`config.mk`:
```
export PLATFORM = sky130hd
export DESIGN_NAME = multicycle_control_unit_flat
export DESIGN_NICKNAME = d
export VERILOG_FILES = /design/src/rtl/multicycle_control_unit_if.sv /design/src/rtl/multicycle_control_unit.sv /design/src/flat_wrapper.sv
export SDC_FILE = /design/constraint.sdc
export NUM_CORES = 1
export LEC_CHECK = 0
export BUFFER_PORTS_ARGS = -buffer_cell sky130_fd_sc_hd__buf_2
export CAP_MARGIN = 5
export CORE_ASPECT_RATIO = 1.25
export CORE_MARGIN = 3
export CORE_UTILIZATION = 42
export CTS_CLUSTER_DIAMETER = 80
export CTS_CLUSTER_SIZE = 24
export DETAILED_ROUTE_END_ITERATION = 16
export GPL_TIMING_DRIVEN = 0
export PLACE_DENSITY = 0.76
export SETUP_SLACK_MARGIN = 0.05
export SLEW_MARGIN = 20
export SYNTH_ARGS = -nofsm -noshare
export SYNTH_HDL_FRONTEND = slang
export SYNTH_SLANG_ARGS = --single-unit
```
`constraint.sdc`:
```
create_clock -name clk -period 1.6 [get_ports clk]
set_clock_uncertainty 0.2 [all_clocks]
set_input_delay 0.24 -clock clk [delete_from_list [all_inputs] [get_ports clk]]
set_output_delay 0.24 -clock clk [all_outputs]
set_load 0.03 [all_outputs]
```
`src/rtl/multicycle_control_unit_if.sv`:
```
// Control bundle between the multicycle sequencer and the RV32I datapath.
// CTRL_ILLEGAL_TRAP_EN adds the illegalInstr status line.
interface multicycle_control_unit_if;
  logic [31:0] instrCode;
  logic        PCEn;
  logic        regFileWe;
  logic        aluSrcMuxSel;
  logic [3:0]  aluControl;
  logic [2:0]  RFWDSrcMuxSel;
  logic        branch;
  logic        jal;
  logic        jalr;
  logic        busWe;
  logic [2:0]  busFunct3;
  logic        instrDone;
`ifdef CTRL_ILLEGAL_TRAP_EN
  logic        illegalInstr;

  modport master (
    input  instrCode,
    output PCEn, regFileWe, aluSrcMuxSel, aluControl, RFWDSrcMuxSel,
    output branch, jal, jalr, busWe, busFunct3, instrDone, illegalInstr
  );
  modport slave (
    output instrCode,
    input  PCEn, regFileWe, aluSrcMuxSel, aluControl, RFWDSrcMuxSel,
    input  branch, jal, jalr, busWe, busFunct3, instrDone, illegalInstr
  );
`else
  modport master (
    input  instrCode,
    output PCEn, regFileWe, aluSrcMuxSel, aluControl, RFWDSrcMuxSel,
    output branch, jal, jalr, busWe, busFunct3, instrDone
  );
  modport slave (
    output instrCode,
    input  PCEn, regFileWe, aluSrcMuxSel, aluControl, RFWDSrcMuxSel,
    input  branch, jal, jalr, busWe, busFunct3, instrDone
  );
`endif
endinterface

```
`src/rtl/multicycle_control_unit.sv`:
```
// RV32I multicycle sequencer: FETCH -> DECODE -> EXE [-> MEM -> WB | -> PCUPD].
// Optional feature macro: CTRL_ILLEGAL_TRAP_EN (unknown opcode halts with illegalInstr).
module multicycle_control_unit (
  input  logic clk,
  input  logic reset,
  multicycle_control_unit_if.master bus
);
  localparam logic [6:0] OP_R  = 7'b0110011;
  localparam logic [6:0] OP_I  = 7'b0010011;
  localparam logic [6:0] OP_LU = 7'b0110111;
  localparam logic [6:0] OP_AU = 7'b0010111;
  localparam logic [6:0] OP_L  = 7'b0000011;
  localparam logic [6:0] OP_S  = 7'b0100011;
  localparam logic [6:0] OP_B  = 7'b1100011;
  localparam logic [6:0] OP_J  = 7'b1101111;
  localparam logic [6:0] OP_JL = 7'b1100111;

  typedef enum logic [3:0] {
    FETCH, DECODE, EXE_ALU, L_EXE, L_MEM, L_WB, S_EXE, S_MEM,
    B_EXE, J_EXE, JL_EXE, PCUPD, HALT
  } state_t;

  state_t     r_state, w_next;
  // Fields latched at the end of DECODE so later instrCode changes are ignored
  logic [6:0] r_op;
  logic [2:0] r_f3;
  logic       r_b30;
  logic [6:0] w_op;
  logic       w_unused_bits;

  assign w_op          = bus.instrCode[6:0];
  assign w_unused_bits = ^{bus.instrCode[31], bus.instrCode[29:15], bus.instrCode[11:7]};

  always_ff @(posedge clk) begin
    if (reset) begin
      r_state <= FETCH;
      r_op    <= '0;
      r_f3    <= '0;
      r_b30   <= 1'b0;
    end else begin
      r_state <= w_next;
      if (r_state == DECODE) begin
        r_op  <= bus.instrCode[6:0];
        r_f3  <= bus.instrCode[14:12];
        r_b30 <= bus.instrCode[30];
      end
    end
  end

  always_comb begin
    w_next            = r_state;
    bus.PCEn          = 1'b0;
    bus.regFileWe     = 1'b0;
    bus.aluSrcMuxSel  = 1'b0;
    bus.aluControl    = 4'b0000;
    bus.RFWDSrcMuxSel = 3'd0;
    bus.branch        = 1'b0;
    bus.jal           = 1'b0;
    bus.jalr          = 1'b0;
    bus.busWe         = 1'b0;
    bus.busFunct3     = 3'b000;
    bus.instrDone     = 1'b0;
`ifdef CTRL_ILLEGAL_TRAP_EN
    bus.illegalInstr  = 1'b0;
`endif
    case (r_state)
      FETCH:  w_next = DECODE;
      DECODE: begin
        case (w_op)
          OP_R, OP_I, OP_LU, OP_AU: w_next = EXE_ALU;
          OP_L:    w_next = L_EXE;
          OP_S:    w_next = S_EXE;
          OP_B:    w_next = B_EXE;
          OP_J:    w_next = J_EXE;
          OP_JL:   w_next = JL_EXE;
`ifdef CTRL_ILLEGAL_TRAP_EN
          default: w_next = HALT;
`else
          default: w_next = PCUPD;
`endif
        endcase
      end
      EXE_ALU: begin
        bus.regFileWe = 1'b1;
        bus.PCEn      = 1'b1;
        bus.instrDone = 1'b1;
        case (r_op)
          OP_R: bus.aluControl = {r_b30, r_f3};
          OP_I: begin
            bus.aluSrcMuxSel = 1'b1;
            // bit 30 only distinguishes SRAI from SRLI; other I-types carry imm bits there
            bus.aluControl   = {(r_f3 == 3'b101) & r_b30, r_f3};
          end
          OP_LU:   bus.RFWDSrcMuxSel = 3'd2;
          OP_AU:   bus.RFWDSrcMuxSel = 3'd3;
          default: ;
        endcase
        w_next = FETCH;
      end
      L_EXE: begin
        bus.aluSrcMuxSel = 1'b1;
        w_next           = L_MEM;
      end
      L_MEM: begin
        bus.busFunct3 = r_f3;
        w_next        = L_WB;
      end
      L_WB: begin
        bus.busFunct3     = r_f3;
        bus.RFWDSrcMuxSel = 3'd1;
        bus.regFileWe     = 1'b1;
        bus.PCEn          = 1'b1;
        bus.instrDone     = 1'b1;
        w_next            = FETCH;
      end
      S_EXE: begin
        bus.aluSrcMuxSel = 1'b1;
        w_next           = S_MEM;
      end
      S_MEM: begin
        bus.busFunct3 = r_f3;
        bus.busWe     = 1'b1;
        bus.PCEn      = 1'b1;
        bus.instrDone = 1'b1;
        w_next        = FETCH;
      end
      B_EXE: begin
        bus.aluControl = {1'b0, r_f3};
        bus.branch     = 1'b1;
        w_next         = PCUPD;
      end
      J_EXE: begin
        bus.jal           = 1'b1;
        bus.regFileWe     = 1'b1;
        bus.RFWDSrcMuxSel = 3'd4;
        w_next            = PCUPD;
      end
      JL_EXE: begin
        // Link write and target both happen here; the target uses the pre-write rs1
        bus.jal           = 1'b1;
        bus.jalr          = 1'b1;
        bus.regFileWe     = 1'b1;
        bus.RFWDSrcMuxSel = 3'd4;
        w_next            = PCUPD;
      end
      PCUPD: begin
        bus.PCEn      = 1'b1;
        bus.instrDone = 1'b1;
        w_next        = FETCH;
      end
      HALT: begin
`ifdef CTRL_ILLEGAL_TRAP_EN
        bus.illegalInstr = 1'b1;
`endif
        w_next = HALT;
      end
      default: w_next = FETCH;
    endcase

    // A reset cycle must never commit a write or a PC update
    if (reset) begin
      bus.PCEn          = 1'b0;
      bus.regFileWe     = 1'b0;
      bus.aluSrcMuxSel  = 1'b0;
      bus.aluControl    = 4'b0000;
      bus.RFWDSrcMuxSel = 3'd0;
      bus.branch        = 1'b0;
      bus.jal           = 1'b0;
      bus.jalr          = 1'b0;
      bus.busWe         = 1'b0;
      bus.busFunct3     = 3'b000;
      bus.instrDone     = 1'b0;
`ifdef CTRL_ILLEGAL_TRAP_EN
      bus.illegalInstr  = 1'b0;
`endif
    end
  end
endmodule

```
`src/flat_wrapper.sv`:
```
// flat-port wrapper written by rule: the top's interface ports become plain ports
module multicycle_control_unit_flat 
  (clk, reset, bus_instrCode, bus_PCEn, bus_regFileWe, bus_aluSrcMuxSel, bus_aluControl, bus_RFWDSrcMuxSel, bus_branch, bus_jal, bus_jalr, bus_busWe, bus_busFunct3, bus_instrDone);
  multicycle_control_unit_if bus_i ();
  input  logic clk;
  input  logic reset;
  input wire logic [$bits(bus_i.instrCode)-1:0] bus_instrCode;
  output wire logic [$bits(bus_i.PCEn)-1:0] bus_PCEn;
  output wire logic [$bits(bus_i.regFileWe)-1:0] bus_regFileWe;
  output wire logic [$bits(bus_i.aluSrcMuxSel)-1:0] bus_aluSrcMuxSel;
  output wire logic [$bits(bus_i.aluControl)-1:0] bus_aluControl;
  output wire logic [$bits(bus_i.RFWDSrcMuxSel)-1:0] bus_RFWDSrcMuxSel;
  output wire logic [$bits(bus_i.branch)-1:0] bus_branch;
  output wire logic [$bits(bus_i.jal)-1:0] bus_jal;
  output wire logic [$bits(bus_i.jalr)-1:0] bus_jalr;
  output wire logic [$bits(bus_i.busWe)-1:0] bus_busWe;
  output wire logic [$bits(bus_i.busFunct3)-1:0] bus_busFunct3;
  output wire logic [$bits(bus_i.instrDone)-1:0] bus_instrDone;
  assign bus_i.instrCode = bus_instrCode;
  assign bus_PCEn = bus_i.PCEn;
  assign bus_regFileWe = bus_i.regFileWe;
  assign bus_aluSrcMuxSel = bus_i.aluSrcMuxSel;
  assign bus_aluControl = bus_i.aluControl;
  assign bus_RFWDSrcMuxSel = bus_i.RFWDSrcMuxSel;
  assign bus_branch = bus_i.branch;
  assign bus_jal = bus_i.jal;
  assign bus_jalr = bus_i.jalr;
  assign bus_busWe = bus_i.busWe;
  assign bus_busFunct3 = bus_i.busFunct3;
  assign bus_instrDone = bus_i.instrDone;
  multicycle_control_unit u_core (.clk(clk), .reset(reset), .bus(bus_i));
endmodule
```
Word-level counts from Yosys, hierarchy flattened
Index checks and enable logic that the tools add are counted.
{"block": "totals", "ff_bits": 15, "inputBits": 34, "out_inout_bits": 18, "wordCells": 64}
{"block": "op_classes", "eq_ne": 26, "n_mux": 25, "n_bitwise": 1, "reduce_logical": 8}
{"cell": "7-bit by 6-bit equality test with 1-bit output, second input constant", "n": 5}
{"cell": "7-bit by 5-bit equality test with 1-bit output, second input constant", "n": 4}
{"cell": "4-bit one-hot mux with 7 select lines", "n": 1}
{"cell": "4-bit one-hot mux with 6 select lines", "n": 1}
{"cell": "7-bit equality test, second input constant", "n": 3}
{"cell": "4-bit equality test, second input constant", "n": 5}
{"cell": "4-bit by 3-bit equality test with 1-bit output, second input constant", "n": 4}
{"cell": "4-bit one-hot mux with 2 select lines", "n": 2}
{"cell": "1-bit two-way mux", "n": 14}
{"cell": "4-bit OR reduction", "n": 3}
{"cell": "3-bit two-way mux", "n": 3}
{"cell": "3-bit one-hot mux with 3 select lines", "n": 1}
{"cell": "4-bit by 2-bit equality test with 1-bit output, second input constant", "n": 2}
{"cell": "7-bit by 2-bit equality test with 1-bit output, second input constant", "n": 1}
{"cell": "3-bit OR reduction", "n": 2}
{"cell": "4-bit by 1-bit equality test with 1-bit output, second input constant", "n": 1}
{"cell": "4-bit logical NOT", "n": 1}
{"cell": "4-bit two-way mux", "n": 1}
{"cell": "2-bit one-hot mux with 2 select lines", "n": 1}
{"cell": "2-bit OR reduction", "n": 2}
{"cell": "3-bit equality test, second input constant", "n": 1}
{"cell": "1-bit one-hot mux with 2 select lines", "n": 1}
{"cell": "1-bit AND", "n": 1}

Depth between registers and ports, before layout
{"block": "depth", "ltp_word": 5, "ltp_mapped": 5}

Least setup slack after synthesis
Ideal clock, no wire load.
{"block": "synth_timing", "path_kind": "flip-flop to output port", "start": "reg u_core.r_state[3]", "end": "out bus_aluControl[3]", "t_arrival_ns": 1.760, "required_time_ns": 1.160, "slack_ns": -0.600, "stages_incl_launch_ff": 5, "path_cell_list": "dfxtp_1 buf_4 nor2_1 nand3_1 nor4bb_1"}
{"block": "synth_between", "elab_chain_cells": 3}
{"item": "start: declaration", "line": "multicycle_control_unit.sv:23", "source": "state_t r_state, w_next;"}
{"item": "start signal: assignment", "line": "multicycle_control_unit.sv:41", "source": "r_state <= w_next;"}
{"item": "4-bit equality test or 4-bit by 2-bit equality test with 1-bit output (tied branches)", "line": "multicycle_control_unit.sv:66", "source": "case (r_state)"}
{"item": "4-bit one-hot mux with 2 select lines *", "line": "multicycle_control_unit.sv:66"}
{"item": "4-bit two-way mux *", "line": "multicycle_control_unit.sv:161", "source": "if (reset) begin"}
{"item": "end: declaration", "line": "flat_wrapper.sv:11", "source": "output wire logic [$bits(bus_i.aluControl)-1:0] bus_aluControl;"}
Mark *: on every way between the ends. The rest lies on a longest branch, timed or not.

Worst setup path in the final report
{"block": "layout_timing", "start": "reg u_core.r_state[0]", "end": "out bus_instrDone"}
{"block": "layout_between", "elab_chain_cells": 4}
{"item": "4-bit by 3-bit equality test with 1-bit output, or another cell as far along", "line": "multicycle_control_unit.sv:66"}
{"item": "4-bit OR reduction (no source line) *"}
{"item": "1-bit two-way mux *", "line": "multicycle_control_unit.sv:66"}
{"item": "1-bit two-way mux *", "line": "multicycle_control_unit.sv:161"}
{"item": "end: declaration", "line": "flat_wrapper.sv:18", "source": "output wire logic [$bits(bus_i.instrDone)-1:0] bus_instrDone;"}
Marks and branches as above.

==> results by group <==
Outcome
  – Status: complete, but fails checks
  – Failing checks: negative setup slack

Final layout
  – Area delta synth->final: 106%
  – Layout cells sized above 1: 76.4%
  – Most frequent cells in the layout: buf_6 (36), nand2_2 (17), buf_4 (17), a21oi_2 (13)
  – Post-route cell area: 2350 µm²
  – Commonest non-fill, non-tap cell in the layout: buf_6
  – # nets final: 247
  – Final Util: 94.1%
  – Finished Layout Cells: 245
  – Antenna cells: 0

STA
  – Final hold viol count: 0
  – Worst Slack Setup Final: -499 ps
  – Post-route minimum period: 2100 ps
  – Final setup violation count: 33
  – Unrepaired setup endpoints after global routing: true
  – Period utilisation layout: 131%
  – Slew Limit Fails: 0
  – Least-Margin Pin Slew: 685 ps
  – Max Fclk: 476 MHz
  – Headroom to the max-slew limit: 53.7%
  – Worst hold margin: 2.02 ps

Clock network
  – Clk sink count: 15
  – CTS Buf Count: 3
  – H-tree level count: 1
  – Clk slew on worst S/H paths: 100 ps
  – Max Buffers Root-to-Sink: 2
  – CTS root buf: clkbuf_4
  – Clock latency on the worst-skew pair: 320 ps
  – CTS tree: yes

Floorplanning
  – Die Y: 64.3 µm
  – Die Width: 52.7 µm
  – I/O pins: 52
  – Rows: 20
  – Initial core utilization: 45.7%
  – Core area: 2500 µm²
  – Die area: 3390 µm²

Worst setup path
  – Critical path fanouts, max: 5
  – WS Path Type: reg2out
  – Critical R2R Launch: u_core.r_state[3]
  – FF-to-FF setup slack: -190 ps
  – Worst path required time: 1160 ps
  – Crit end category: output pin
  – Startpoint type of the worst setup path: flop
  – Arr. time, crit path: 1660 ps
  – Setup crit start: u_core.r_state[0]

Routing
  – Post-route ant nets: 0
  – Post-Route WL: 5720 µm
  – 1st-iter DRT viols: 92
  – Drt wl/cell: 23.4 µm
  – Via-per-instance ratio: 6.25
  – Via Count: 1,532
  – Post-route DRC: 0
  – Drt pass-1 iters: 4

Placed design
  – Final RePlAce weighted congestion: 0.775
  – # placed instances: 207
  – Hpwl dp: 2370 µm
  – Placed cell area: 1580 µm²
  – Port Buffer Count: 29

GRT
  – Busiest grt layer: met2
  – First-pass GRT wire length: 6370 µm
  – GR Util met1: 28.8%
  – Initial antenna violation count: 0
  – Total track usage: 25.1%
  – Pin count of the biggest net entering global routing: 11
  – GRT Residual Overflow: 0
  – Number of global-route vias before repair: 1,343
  – Met3 usage: 2.80%
  – Met2 usage: 45.7%

Worst hold path
  – Hold wc startpoint: bus_instrCode[1]
  – Min-delay worst type: in2reg

Pwr
  – Cell Pwr Density: 801 nW/µm²
  – Final Power: 1.89 mW
  – Worst VDD drop: 951 µV
  – Leakage power: 0.927 nW

Yosys
  – Register area share after synthesis: 26.3%
  – Cell taking the most area after synthesis: dfxtp_1
  – Fraction of registers with async set/reset: 0%
  – Synth top area cells: dfxtp_1 (26%), nand2_1 (8.9%), a21oi_1 (6.6%)
  – Syn nets: 179
  – Number of synthesized flops with an enable pin: 0
  – Syn Inst Count: 145
  – Top FF cell, synth: dfxtp_1
  – Synth unique cells: 47
  – Synthesis Warnings: 0
  – Top-area cell type share of the netlist area: 26.3%
  – FF+latch count, synth: 15
  – Mean Syn Cell Area: 7.89 µm²
  – Synthesized area: 1140 µm²

Run
  – Maxcap violations: 0
==> area by class of cell <==
| type | instances | area [µm²] |
|---|---|---|
| inverters | 5 | 21.3 |
| repair buffers | 64 | 597 |
| clock inverters | 1 | 5.00 |
| clock buffers | 3 | 22.5 |
| plain buffers | 13 | 159 |
| flip-flops and latches | 15 | 313 |
| fillers | 73 | 149 |
| multi-input cells | 111 | 1190 |
| well taps | 33 | 41.3 |
==> critical path, stage by stage (launching register included) <==
cell	delay [ps]
dfxtp_4	380
buf_8	140
and2b_2	220
nand4bb_4	200
a21oi_4	160
buf_6	120
buf_6	120
==> synthesized netlist by cell type, types with 4 or more instances <==
master,n
a21oi_1,15
buf_4,6
dfxtp_1,15
inv_1,5
nand2_1,27
nand2b_1,7
nand3_1,4
nor2_1,4
nor3_1,4
nor3b_1,5
==> where the power goes <==
part | total [mW] | switching, mW | internal [mW]
Combinational | 1.14 | 0.582 | 0.561
Sequential | 0.494 | 0.0675 | 0.427
Clock | 0.247 | 0.153 | 0.0939
Total | 1.89 | 0.803 | 1.08
==> path summary, 6_finish.rpt <==
path                                       end  depth (start not counted)
worst max-delay path             bus_instrDone                          6
worst min-delay path            u_core.r_op[1]                          3
worst max register to register  u_core.r_op[6]                          6
worst min register to register  u_core.r_op[3]                          2
==> metal layers <==
metal | routed length (µm) | vias up
li1 | - | 650
met1 | 2200 | 741
met2 | 2740 | 102
met3 | 463 | 39
met4 | 323 | 0
met5 | 0 | -
==> stage by stage <==
step,setup TNS [ps],setup WS (ps)
global placement,-2020,-265
detailed placement,-2400,-277
global route,-10150,-540
floorplan,-675,-146
finish,-9390,-499
CTS,-7580,-451
==> registers in the layout (all words and copies together), names as in the netlist <==
signal / cells
u_core.r_op: 7
u_core.r_state: 4
u_core.r_f3: 3
u_core.r_b30: 1
==> kinds of logic after synthesis <==
group,Yosys count,synth area share (%)
AOI/OAI and AO/OA,35,22.3
xor gates and xnor gates,1,0.766
buffers and inverters,19,10.4
DFF,15,26.3
and+or+nand+nor,75,40.3
==> timing repair <==
action / in CTS / in global routing
gates resized for setup: 63 / 70
hold endpoints to repair: 4 / 0
gates cloned: 1 / 2
buffers inserted: 12 / 17
hold buffers: 4 / 0
pin swaps: 30 / 38
setup endpoints to repair: 27 / 33
Note: power is estimated with default switching activity, not from simulation.
